File: config.mk
export PLATFORM = sky130hd
export DESIGN_NAME = rotary_param_ctrl_flat
export DESIGN_NICKNAME = d
export VERILOG_FILES = /design/src/rtl/rotary_param_if.sv /design/src/rtl/rotary_param_ctrl.sv /design/src/flat_wrapper.sv
export SDC_FILE = /design/constraint.sdc
export NUM_CORES = 1
export LEC_CHECK = 0
export CAP_MARGIN = 0
export CORE_MARGIN = 5
export CORE_UTILIZATION = 56
export DETAILED_ROUTE_END_ITERATION = 10
export PLACE_DENSITY = 0.8
export SYNTH_ARGS = -nofsm -noshare
export SYNTH_HDL_FRONTEND = slang
export SYNTH_SLANG_ARGS = --single-unit
export TNS_END_PERCENT = 100
File: constraint.sdc
create_clock -name i_clk -period 4.8 [get_ports i_clk]
set_clock_uncertainty 0.2 [all_clocks]
set_input_delay 0.48 -clock i_clk [delete_from_list [all_inputs] [get_ports i_clk]]
set_output_delay 0.48 -clock i_clk [all_outputs]
set_load 0.05 [all_outputs]
File: src/rtl/rotary_param_if.sv
// Bundles the encoder/button inputs and the parameter-bank outputs
// of rotary_param_ctrl so they travel as one port.
interface rotary_param_if #(
    parameter int N_PARAMS = 4,
    parameter int WIDTH    = 8
);
    localparam int SEL_W = $clog2(N_PARAMS);

    logic                      i_cnt;
    logic                      i_cnt_cw;
    logic                      i_btn;
    logic                      i_lock;
    logic [SEL_W-1:0]          o_sel;
    logic                      o_edit;
    logic [WIDTH-1:0]          o_value;
    logic [N_PARAMS*WIDTH-1:0] o_values;
    logic                      o_changed;

    // Source of encoder/button events, observer of the parameter bank.
    modport master (
        output i_cnt, i_cnt_cw, i_btn, i_lock,
        input  o_sel, o_edit, o_value, o_values, o_changed
    );

    // The controller itself.
    modport slave (
        input  i_cnt, i_cnt_cw, i_btn, i_lock,
        output o_sel, o_edit, o_value, o_values, o_changed
    );
endinterface

File: src/rtl/rotary_param_ctrl.sv
// Shares one rotary encoder among N_PARAMS parameter registers.
// NAV: encoder moves the selection. EDIT: encoder changes the selected
// value with saturate/wrap bounds, speed acceleration and idle timeout.
module rotary_param_ctrl #(
    parameter int N_PARAMS     = 4,
    parameter int WIDTH        = 8,
    parameter int MIN_VAL      = 0,
    parameter int MAX_VAL      = 100,
    parameter int RESET_VAL    = 50,
    parameter int WRAP         = 0,
    parameter int ACCEL_WINDOW = 50000,
    parameter int ACCEL_STEP   = 4,
    parameter int IDLE_TIMEOUT = 10000000
) (
    input  logic           i_clk,
    input  logic           i_rst,
    rotary_param_if.slave  bus
);
    localparam int SEL_W  = $clog2(N_PARAMS);
    localparam int ACC_W  = $clog2(ACCEL_WINDOW + 1);
    localparam int IDLE_W = $clog2(IDLE_TIMEOUT + 1);
    localparam int CALC_W = WIDTH + 2;

    typedef enum logic [0:0] {NAV, EDIT} state_t;

    state_t              state, state_nxt;
    logic [SEL_W-1:0]    sel, sel_nxt;
    logic [ACC_W-1:0]    acc_cnt, acc_nxt;
    logic                last_dir, last_dir_nxt;
    logic [IDLE_W-1:0]   idle_cnt, idle_nxt;
    logic                step_en;
    logic                changed;
    logic [WIDTH-1:0]    vals [N_PARAMS];

    logic                       fast;
    logic signed [CALC_W-1:0]   cur_s, step_s, raw_s;
    logic [WIDTH-1:0]           new_val;

    // Apply the bound policy to an unbounded step result. Wrapping jumps
    // to the opposite bound; any excess beyond the bound is dropped.
    function automatic logic [WIDTH-1:0] bound_val(input logic signed [CALC_W-1:0] raw);
        logic signed [CALC_W-1:0] lo, hi;
        lo = CALC_W'(MIN_VAL);
        hi = CALC_W'(MAX_VAL);
        if (raw > hi)
            return (WRAP != 0) ? WIDTH'(MIN_VAL) : WIDTH'(MAX_VAL);
        else if (raw < lo)
            return (WRAP != 0) ? WIDTH'(MAX_VAL) : WIDTH'(MIN_VAL);
        else
            return WIDTH'(raw);
    endfunction

    // Candidate new value for the selected parameter; two guard bits keep
    // the sum and difference free of overflow.
    always_comb begin
        fast    = (acc_cnt < ACC_W'(ACCEL_WINDOW)) && (bus.i_cnt_cw == last_dir);
        cur_s   = $signed({2'b00, vals[sel]});
        step_s  = fast ? CALC_W'(ACCEL_STEP) : CALC_W'(1);
        raw_s   = bus.i_cnt_cw ? (cur_s + step_s) : (cur_s - step_s);
        new_val = bound_val(raw_s);
    end

    // Next-state logic: button beats encoder, lock freezes everything.
    always_comb begin
        state_nxt    = state;
        sel_nxt      = sel;
        acc_nxt      = acc_cnt;
        last_dir_nxt = last_dir;
        idle_nxt     = idle_cnt;
        step_en      = 1'b0;
        if (!bus.i_lock) begin
            if (acc_cnt != ACC_W'(ACCEL_WINDOW))
                acc_nxt = acc_cnt + ACC_W'(1);
            case (state)
                NAV: begin
                    if (bus.i_btn) begin
                        state_nxt = EDIT;
                        idle_nxt  = '0;
                        acc_nxt   = ACC_W'(ACCEL_WINDOW);
                    end else if (bus.i_cnt) begin
                        if (bus.i_cnt_cw)
                            sel_nxt = (sel == SEL_W'(N_PARAMS - 1)) ? '0 : sel + SEL_W'(1);
                        else
                            sel_nxt = (sel == '0) ? SEL_W'(N_PARAMS - 1) : sel - SEL_W'(1);
                    end
                end
                EDIT: begin
                    if (bus.i_btn) begin
                        state_nxt = NAV;
                    end else if (bus.i_cnt) begin
                        step_en      = 1'b1;
                        acc_nxt      = '0;
                        last_dir_nxt = bus.i_cnt_cw;
                        idle_nxt     = '0;
                    end else if (idle_cnt == IDLE_W'(IDLE_TIMEOUT - 1)) begin
                        state_nxt = NAV;
                    end else begin
                        idle_nxt = idle_cnt + IDLE_W'(1);
                    end
                end
                default: state_nxt = NAV;
            endcase
        end
    end

    // Controller state, selection and timers.
    always_ff @(posedge i_clk) begin
        if (i_rst) begin
            state    <= NAV;
            sel      <= '0;
            acc_cnt  <= ACC_W'(ACCEL_WINDOW);
            last_dir <= 1'b0;
            idle_cnt <= '0;
        end else begin
            state    <= state_nxt;
            sel      <= sel_nxt;
            acc_cnt  <= acc_nxt;
            last_dir <= last_dir_nxt;
            idle_cnt <= idle_nxt;
        end
    end

    // Parameter bank and change pulse; a clamped step leaves the value alone
    // and therefore raises no pulse.
    always_ff @(posedge i_clk) begin
        if (i_rst) begin
            for (int k = 0; k < N_PARAMS; k++)
                vals[k] <= WIDTH'(RESET_VAL);
            changed <= 1'b0;
        end else if (step_en) begin
            vals[sel] <= new_val;
            changed   <= (new_val != vals[sel]);
        end else begin
            changed <= 1'b0;
        end
    end

    assign bus.o_sel     = sel;
    assign bus.o_edit    = (state == EDIT);
    assign bus.o_value   = vals[sel];
    assign bus.o_changed = changed;

    for (genvar k = 0; k < N_PARAMS; k++) begin : g_pack
        assign bus.o_values[k*WIDTH +: WIDTH] = vals[k];
    end
endmodule

File: src/flat_wrapper.sv
// flat-port wrapper written by rule: the top's interface ports become plain ports
module rotary_param_ctrl_flat 
#(
    parameter int N_PARAMS     = 4,
    parameter int WIDTH        = 8,
    parameter int MIN_VAL      = 0,
    parameter int MAX_VAL      = 100,
    parameter int RESET_VAL    = 50,
    parameter int WRAP         = 0,
    parameter int ACCEL_WINDOW = 50000,
    parameter int ACCEL_STEP   = 4,
    parameter int IDLE_TIMEOUT = 10000000
)
  (i_clk, i_rst, bus_i_cnt, bus_i_cnt_cw, bus_i_btn, bus_i_lock, bus_o_sel, bus_o_edit, bus_o_value, bus_o_values, bus_o_changed);
  rotary_param_if #(.N_PARAMS(N_PARAMS), .WIDTH(WIDTH)) bus_i ();
  input  logic i_clk;
  input  logic i_rst;
  input wire logic [$bits(bus_i.i_cnt)-1:0] bus_i_cnt;
  input wire logic [$bits(bus_i.i_cnt_cw)-1:0] bus_i_cnt_cw;
  input wire logic [$bits(bus_i.i_btn)-1:0] bus_i_btn;
  input wire logic [$bits(bus_i.i_lock)-1:0] bus_i_lock;
  output wire logic [$bits(bus_i.o_sel)-1:0] bus_o_sel;
  output wire logic [$bits(bus_i.o_edit)-1:0] bus_o_edit;
  output wire logic [$bits(bus_i.o_value)-1:0] bus_o_value;
  output wire logic [$bits(bus_i.o_values)-1:0] bus_o_values;
  output wire logic [$bits(bus_i.o_changed)-1:0] bus_o_changed;
  assign bus_i.i_cnt = bus_i_cnt;
  assign bus_i.i_cnt_cw = bus_i_cnt_cw;
  assign bus_i.i_btn = bus_i_btn;
  assign bus_i.i_lock = bus_i_lock;
  assign bus_o_sel = bus_i.o_sel;
  assign bus_o_edit = bus_i.o_edit;
  assign bus_o_value = bus_i.o_value;
  assign bus_o_values = bus_i.o_values;
  assign bus_o_changed = bus_i.o_changed;
  rotary_param_ctrl #(.N_PARAMS(N_PARAMS), .WIDTH(WIDTH), .MIN_VAL(MIN_VAL), .MAX_VAL(MAX_VAL), .RESET_VAL(RESET_VAL), .WRAP(WRAP), .ACCEL_WINDOW(ACCEL_WINDOW), .ACCEL_STEP(ACCEL_STEP), .IDLE_TIMEOUT(IDLE_TIMEOUT)) u_core (.i_clk(i_clk), .i_rst(i_rst), .bus(bus_i));
endmodule
# ---- After elaboration in Yosys (flattened, before gate mapping)
# Memories as Yosys holds them, arrays and structs flattened. A register that Yosys moved wholly into a read port is not among the register bits.
# Index checks and enable logic that the tools add are counted.
dict set report word_totals {
  memories 1
  reg_bits 45
  ram_bits 32
  in_bits 6
  out_inout_bits 44
}
dict set report op_classes {
  n_addsub 6
  reduce_logical 7
  magnitude_cmp 3
  bitwise_logic 4
  mux 36
  n_eq_ne 8
}
# memory depth width rd rd_clocked_by_memory_dff wr line_no
set mem_list {}
lappend mem_list {u_core.vals 4 8 5 1 4 rotary_param_ctrl.sv:33} ;# logic [WIDTH-1:0] vals [N_PARAMS];
# operator n
set ops {}
lappend ops {{$mux 24} 4}
lappend ops {{$mux 16} 4}
lappend ops {{$pmux 24 s2} 1}
lappend ops {{$pmux 16 s2} 1}
lappend ops {{$add 24x1->24 const B} 1}
lappend ops {{$eq 24x24->1 const B} 1}
lappend ops {{$mux 8} 3}
lappend ops {{$add 16x1->16 const B} 1}
lappend ops {{$lt 16x16->1 const B} 1}
lappend ops {{$ne 16x16->1 const B} 1}
lappend ops {{$mux 1} 14}
lappend ops {{$mux 2} 6}
lappend ops {{$reduce_and 4->1} 3}
lappend ops {{$add 9x10->10} 1}
lappend ops {{$gt 10x8->1 const B} 1}
lappend ops {{$lt 10x1->1 const B} 1}
lappend ops {{$mux 10} 1}
lappend ops {{$sub 9x10->10} 1}
lappend ops {{$ne 8x8->1} 1}
lappend ops {{$reduce_or 8->1} 1}
lappend ops {{$ne 2x2->1 const B} 2}
lappend ops {{$not 1->1} 4}
lappend ops {{$mux 3} 1}
lappend ops {{$ne 3x3->1 const B} 1}
lappend ops {{8 further kinds} 8}

# ---- Longest topological paths before layout
# Gate-level depths: netlist (run 1).
dict set report depth {
  ltp_word 9
  depth_mapped 16
}

# ---- Worst setup path after synthesis (run 1)
# OpenSTA, ideal clock, no wires.
dict set report synth_timing {
  path_kind {register -> register}
  start {mem u_core.vals[1][2]}
  end {reg u_core.changed, in the netlist u_core.bus.o_changed}
  required_time_ns 4.475
  slack_ns 0.702
  stages_incl_launch_ff 11
  path_buffers 0
  period_less_slack_ns 4.098
  arrival_ns 3.773
  path_cell_list {edfxtp_1 mux4_1 ha_1 nor2_1 and4b_2 or2_1 a21oi_2 xor2_1 o311ai_2 a221o_1 o41a_1}
}
# element line_no
set synth_rtl {}
lappend synth_rtl {{from (decl)} rotary_param_ctrl.sv:33}
lappend synth_rtl {{to (signal assigned)} rotary_param_ctrl.sv:132} ;# changed <= (new_val != vals[sel]);
lappend synth_rtl {{to (decl)} rotary_param_ctrl.sv:32} ;# logic changed;

==> metrics.json, run 1 <==
{
  "fraction_of_synthesized_area_in_multiplexers": 0.0610,
  "internal_power_mw": 1.09,
  "tritoncts_clock_tree": "yes",
  "power.switching_mw": 0.426,
  "startpoint_type": "flip-flop",
  "critPathRequiredTime_ns": 4.83,
  "max_slew_margin_vs_limit": 0.534,
  "fp.coreArea_sq_um": 7650,
  "drt_wl_total_microns": 9890,
  "setup_viol": 0,
  "finalHoldViolations": 0,
  "grt_pass1_wl_microns": 16400,
  "adder_cell_share_of_the_synthesized_area": 0.0343,
  "dp.final_hpwl_microns": 7300,
  "first_global_vias": 3387,
  "synth_edf_count": 32,
  "met2RoutedLength_microns": 4840,
  "synth_warnings": 0,
  "ratio_of_cells_with_drive_above_1_in_the_final_layout": 0.113,
  "timing.final.crit_share": 0.842,
  "drtAntennaViolNets": 0,
  "top_flip_flop_cell_by_instance_count_after_synthesis": "dfxtp_1",
  "gr-total-overflow": 0,
  "routedLengthMet1_microns": 4260,
  "yosysUniqueCellTypes": 70,
  "cts_setup_buffers": 0,
  "io_pins": 50,
  "routed_via_density": 5.75,
  "slew_viol_final": 0,
  "critPathBufInv": 0,
  "power.clock.fraction": 0.377,
  "synthesized_instance_count": 457,
  "synthMostInstantiatedCell": "nor2_1",
  "hold-worst-slack_ns": 0.299,
  "tightest_slew_ns": 0.694,
  "arrival_worst_endpoint_ns": 4.07,
  "h-tree-depth": 3,
  "area_of_the_mapped_netlist_sq_um": 4370,
  "postCtsHoldBufs": 0,
  "sw_frac_of_total": 0.280,
  "initial_core_util": 0.572,
  "fraction_of_the_mapped_netlist_area_in_compound_gates": 0.135,
  "io_buffers": 49,
  "dp_cells": 599,
  "firstDrtPassIters": 5,
  "final_net_count": 526,
  "timing.critical_path.fanout_max": 7,
  "setup_tns_ns": 0,
  "avgSynthCellArea_sq_um": 9.57,
  "grt_start_max_net_pins": 28,
  "ctsLongestPathBuffers": 2,
  "synth_top_family_by_area": "simple AND/OR/NAND/NOR gates",
  "detail_route.drc_violations": 0,
  "die_h_microns": 98.4,
  "groute.usage.overall": 0.207,
  "synth_simple_gate_area_frac": 0.230,
  "leakage_nw": 1.86,
  "drtIter0Drc": 297,
  "flow.area_growth_from_synthesis_pct": 18.7,
  "clock-sinks": 79,
  "critical_path_class": "flip-flop to flip-flop",
  "outcome": "finished, final reports clean",
  "synth.top_cells.by_count": "67 x nor2_1, 47 x dfxtp_1, 43 x nand2_1",
  "path_cells": "mux4_1, ha_1, nor2_1, and4b_2, or2_1, a21oi_2, xor2_1, o311ai_2, a221o_1, o41a_1",
  "final_period_minus_worst_setup_slack_ns": 4.04,
  "max-vdd-ir-drop_mv": 0.191,
  "antenna-diode-count": 0,
  "finished_layout_cells": 615,
  "hold_path.class": "flip-flop to flip-flop",
  "cp_slowest_cell": "mux4_1",
  "grt_antenna_before_repair": 0,
  "vias": 3538,
  "yosysTopAreaCell": "edfxtp_1",
  "cpLargestDelayFamily": "compound AO/OA/AOI/OAI gates",
  "gp_congestion": 0.880,
  "rsz_0062_raised_after_global_routing": "false",
  "clkTransAtPathRegs_ns": 0.09,
  "post-layout-total-power_mw": 1.52,
  "clock_latency_ns": 0.35,
  "max_freq_mhz": 247,
  "slowest_delay_ns": 0.76,
  "fp-row-count": 32,
  "synth-xor-area-share": 0.0695,
  "cts_root_buf": "clkbuf_8",
  "routed.top_layer": "met4",
  "seq_area_frac_synth": 0.435,
  "post_synth_main_area_contributors": "edfxtp_1 22%, dfxtp_1 22%, nor2_1 5.8%, xor2_1 4.0%, nand2_1 3.7%",
  "endpoint_kind": "flip-flop",
  "synth_top_cell_area_share": 0.220,
  "met3WireLength_microns": 614,
  "die_width_microns": 98.4,
  "cts_repair_resize_count": 0,
  "power_frac_comb": 0.150,
  "die_area_sq_um": 9670,
  "async_reset_ff_frac": 0,
  "max_cap_viol_count": 0,
  "tritoncts.num_buffers": 9,
  "cell_pwr_density_nw_per_um2": 293,
  "synth.ff_latch_count": 79,
  "seqPwrFrac": 0.474,
  "post_drt_wl_per_cell_microns": 16.1
}
## through the flow
step / worst slack (ns) / cell area (sq um) / util
after floorplan: 0.702 / 4380 / -
after global placement: 0.797 / 4960 / 0.648
after detailed placement: 0.764 / 4960 / 0.648
after CTS: 0.758 / 5190 / 0.679
after global routing: 0.450 / 5190 / 0.679
final: 0.759 / 5190 / 0.679
## power by group through the flow
stage          logic, mW  registers (mW)  clock network (mW)
6_report           0.227           0.720               0.572
5_1_grt            0.246           0.722               0.614
4_1_cts            0.228           0.720               0.578
3_5_place_dp       0.227           0.736                   0
3_3_place_gp       0.223           0.735                   0
2_1_floorplan      0.132           0.766                   0
## flip-flops by register name, summed over array words and instances, names as in the netlist, named ones only
signal                count
u_core.vals              32
u_core.idle_cnt          24
u_core.last_dir           1
u_core.bus.o_sel          2
u_core.acc_cnt           16
u_core.bus.o_changed      1
u_core.bus.o_edit         1
## placed cells by master, fill, tap and decap left out, types with 4 or more instances in the layout
master / netlist / layout
nor3_1: 17 / 17
inv_1: 14 / 14
nor2_1: 67 / 67
o21ai_0: 25 / 25
a31oi_1: 4 / 4
a21o_1: 4 / 4
mux4_2: 5 / 5
nor2b_1: 4 / 4
conb_1: 1 / 4
a21oi_1: 18 / 18
xor2_1: 20 / 20
nand2_1: 43 / 43
and3_1: 5 / 5
clkbuf_8: 0 / 9
nand3_1: 12 / 12
dfxtp_1: 47 / 47
or3_1: 7 / 7
mux2i_1: 9 / 9
nand4_1: 10 / 10
clkdlybuf4s50_1: 0 / 49
or2_2: 5 / 5
buf_4: 1 / 7
edfxtp_1: 32 / 32
xnor2_1: 11 / 11
nor4_1: 5 / 5
ha_1: 12 / 12
## metal layers
layer | vias to the layer above | global-route usage
li1 | 1742 | -
met1 | 1655 | 0.265
met2 | 122 | 0.355
met3 | 19 | 0.0386
met4 | 0 | 0.0620
met5 | - | 0
## cell type report
cell class	count	area, sq um
clock buffers	9	124
clock inverters	7	109
fillers	579	2460
inverters	14	52.6
multi-input cells	348	2330
flip-flops and latches	79	1900
well taps	102	128
repair buffers	56	543
## worst paths after layout
| kind | startpoint | endpoint | slack, ns | depth (start not counted) |
|---|---|---|---|---|
| min | u_core.last_dir | u_core.last_dir | 0.30 | 2 |
| min reg2reg | u_core.last_dir | u_core.last_dir | 0.30 | 2 |
| max reg2reg | flip-flop | u_core.bus.o_changed | 0.76 | 10 |
| max | flip-flop | u_core.bus.o_changed | 0.76 | 10 |
## kinds of logic after synthesis
group	Yosys count
AO/OA/AOI/OAI	82
XOR/XNOR	33
adder cells (fa/ha/maj)	12
buffers and inverters	33
flip-flops	79
multiplexers	17
other	1
AND/OR/NAND/NOR	200
## worst register-to-register path, stage by stage, from the launching register on
cell and delay (ns):
dfxtp_1 0.46, mux4_1 0.76, ha_1 0.30, nor2_1 0.22
and4b_2 0.28, or2_1 0.20, a21oi_2 0.10, xor2_1 0.37
o311ai_2 0.23, a221o_1 0.40, o41a_1 0.41
No activity file was read; power rests on OpenSTA's default activity.
==> run 2, diff against run 1 <==
- clock period: 4.8 -> 3.9 ns (I/O delays scaled with it)
==> metrics.json, run 2 (synthesis results as in run 1) <==
{
  "final_period_minus_worst_setup_slack_ns": 3.70,
  "cts_root_buf": "clkbuf_8",
  "vias": 3671,
  "timing.critical_path.to": "u_core.bus.o_changed",
  "arrival_worst_endpoint_ns": 3.74,
  "fp.coreArea_sq_um": 7650,
  "die_width_microns": 98.4,
  "finalHoldViolations": 0,
  "largest_register_ffs": 32,
  "grt_pass1_wl_microns": 17000,
  "routed_via_density": 5.85,
  "clock-sinks": 79,
  "ctsLongestPathBuffers": 2,
  "clock_latency_ns": 0.36,
  "flow.area_growth_from_synthesis_pct": 20.6,
  "cell_pwr_density_nw_per_um2": 347,
  "tritoncts_clock_tree": "yes",
  "max-vdd-ir-drop_mv": 0.228,
  "firstDrtPassIters": 5,
  "critPathRequiredTime_ns": 3.94,
  "dp.final_hpwl_microns": 7680,
  "max_cap_viol_count": 0,
  "gr-total-overflow": 0,
  "first_global_vias": 3524,
  "slew_viol_final": 0,
  "post_drt_wl_per_cell_microns": 16.3,
  "drt_wl_total_microns": 10300,
  "io_buffers": 49,
  "groute.usage.overall": 0.217,
  "grt_antenna_before_repair": 0,
  "final_net_count": 539,
  "antenna-diode-count": 0,
  "tightest_slew_ns": 0.684,
  "endpoint_kind": "flip-flop",
  "drtIter0Drc": 194,
  "critical_path_class": "flip-flop to flip-flop",
  "biggest_registers_after_layout": "u_core.vals x32, u_core.idle_cnt x24, u_core.acc_cnt x16",
  "max_freq_mhz": 271,
  "leakage_nw": 1.91,
  "final_cell_utilization_of_the_core": 0.689,
  "timing.critical_path.fanout_max": 6,
  "rsz_0062_raised_after_global_routing": "false",
  "critical_path.reg2reg.startpoint": "u_core.acc_cnt[10]",
  "io_pins": 50,
  "initial_core_util": 0.572,
  "outcome": "finished, final reports clean",
  "drtAntennaViolNets": 0,
  "postCtsHoldBufs": 0,
  "setup_tns_ns": 0,
  "gp_congestion": 0.872,
  "hold_path.class": "flip-flop to flip-flop",
  "timing.final.crit_share": 0.948,
  "most_common_library_cell_in_the_layout_ignoring_fill_and_taps": "nor2_1",
  "die_h_microns": 98.4,
  "max_flop_register": "u_core.vals",
  "die_area_sq_um": 9670,
  "ratio_of_cells_with_drive_above_1_in_the_final_layout": 0.143,
  "grt_start_max_net_pins": 27,
  "worstReg2RegEnd": "u_core.bus.o_changed",
  "final_cell_mix": "67 x nor2_1, 49 x clkdlybuf4s50_1, 47 x dfxtp_1",
  "setup_viol": 0,
  "critical_path.startpoint": "u_core.acc_cnt[10]",
  "h-tree-depth": 3,
  "clkTransAtPathRegs_ns": 0.09,
  "worst-r2r-setup-slack_ns": 0.20,
  "max_slew_margin_vs_limit": 0.544,
  "tritoncts.num_buffers": 9,
  "r2r.worst_path.cells": 14,
  "detail_route.drc_violations": 0,
  "post-layout-total-power_mw": 1.83,
  "fp-row-count": 32,
  "startpoint_type": "flip-flop"
}
run 2: worst max-delay path, stage by stage (launching register included):
cell and delay, ns:
dfxtp_1 0.35, nor4_2 0.37, o21ai_0 0.14, nand3_1 0.13
nand2_1 0.12, ha_1 0.22, ha_1 0.19, nor2b_1 0.15
nor2_1 0.16, nand3_1 0.10, o311ai_1 0.27, o21a_2 0.28
o311ai_2 0.13, a221o_1 0.37, o41a_1 0.42
run 2: layout make-up:
| cell class | instances | area, sq um |
|---|---|---|
| flip-flops and latches | 79 | 1900 |
| clock inverters | 7 | 85.1 |
| repair buffers | 69 | 641 |
| inverters | 14 | 52.6 |
| multi-input cells | 348 | 2340 |
| well taps | 102 | 128 |
| fillers | 577 | 2370 |
| clock buffers | 9 | 124 |
run 2: metrics by stage:
| step | cells | hold WS (ns) | setup WS (ns) | cell area [sq um] |
|---|---|---|---|---|
| 5_1_grt | 628 | 0.355 | 0.00225 | 5270 |
| 6_report | 628 | 0.325 | 0.204 | 5270 |
| 2_1_floorplan | 460 | 0.266 | 0.0238 | 4380 |
| 3_5_place_dp | 611 | 0.306 | 0.0620 | 5040 |
| 4_1_cts | 627 | 0.321 | 0.0753 | 5250 |
| 3_3_place_gp | 611 | 0.289 | 0.160 | 5040 |
run 2: how the worst min path moves through the flow:
stage	start	to	slack (ns)	depth (start not counted)
after global routing	u_core.idle_cnt[3]	u_core.idle_cnt[3]	0.36	2
after detailed placement	u_core.idle_cnt[23]	u_core.idle_cnt[23]	0.31	2
after global placement	u_core.acc_cnt[13]	u_core.acc_cnt[13]	0.29	2
after floorplan	u_core.last_dir	u_core.last_dir	0.27	2
after CTS	u_core.acc_cnt[14]	u_core.acc_cnt[14]	0.32	2
final	u_core.idle_cnt[3]	u_core.idle_cnt[3]	0.32	2
run 2: timing repair:
action	in CTS	in global routing
endpoints found under the hold margin	0	0
resized for setup	0	3
buffers inserted	0	1
setup endpoints to repair	0	1
run 2: report_power, final:
group | leakage [nW] | switching [mW] | total, mW | internal (mW)
registers | 0.667 | 0.0140 | 0.886 | 0.872
logic | 1.14 | 0.190 | 0.300 | 0.110
clock network | 0.107 | 0.332 | 0.643 | 0.310
run 2: routing by layer:
metal | global-route usage | routed length, microns | vias up
met5 | 0 | 0 | -
met4 | 0.0746 | 231 | 0
met3 | 0.0529 | 622 | 19
met2 | 0.370 | 5140 | 135
met1 | 0.267 | 4270 | 1752
li1 | - | - | 1765
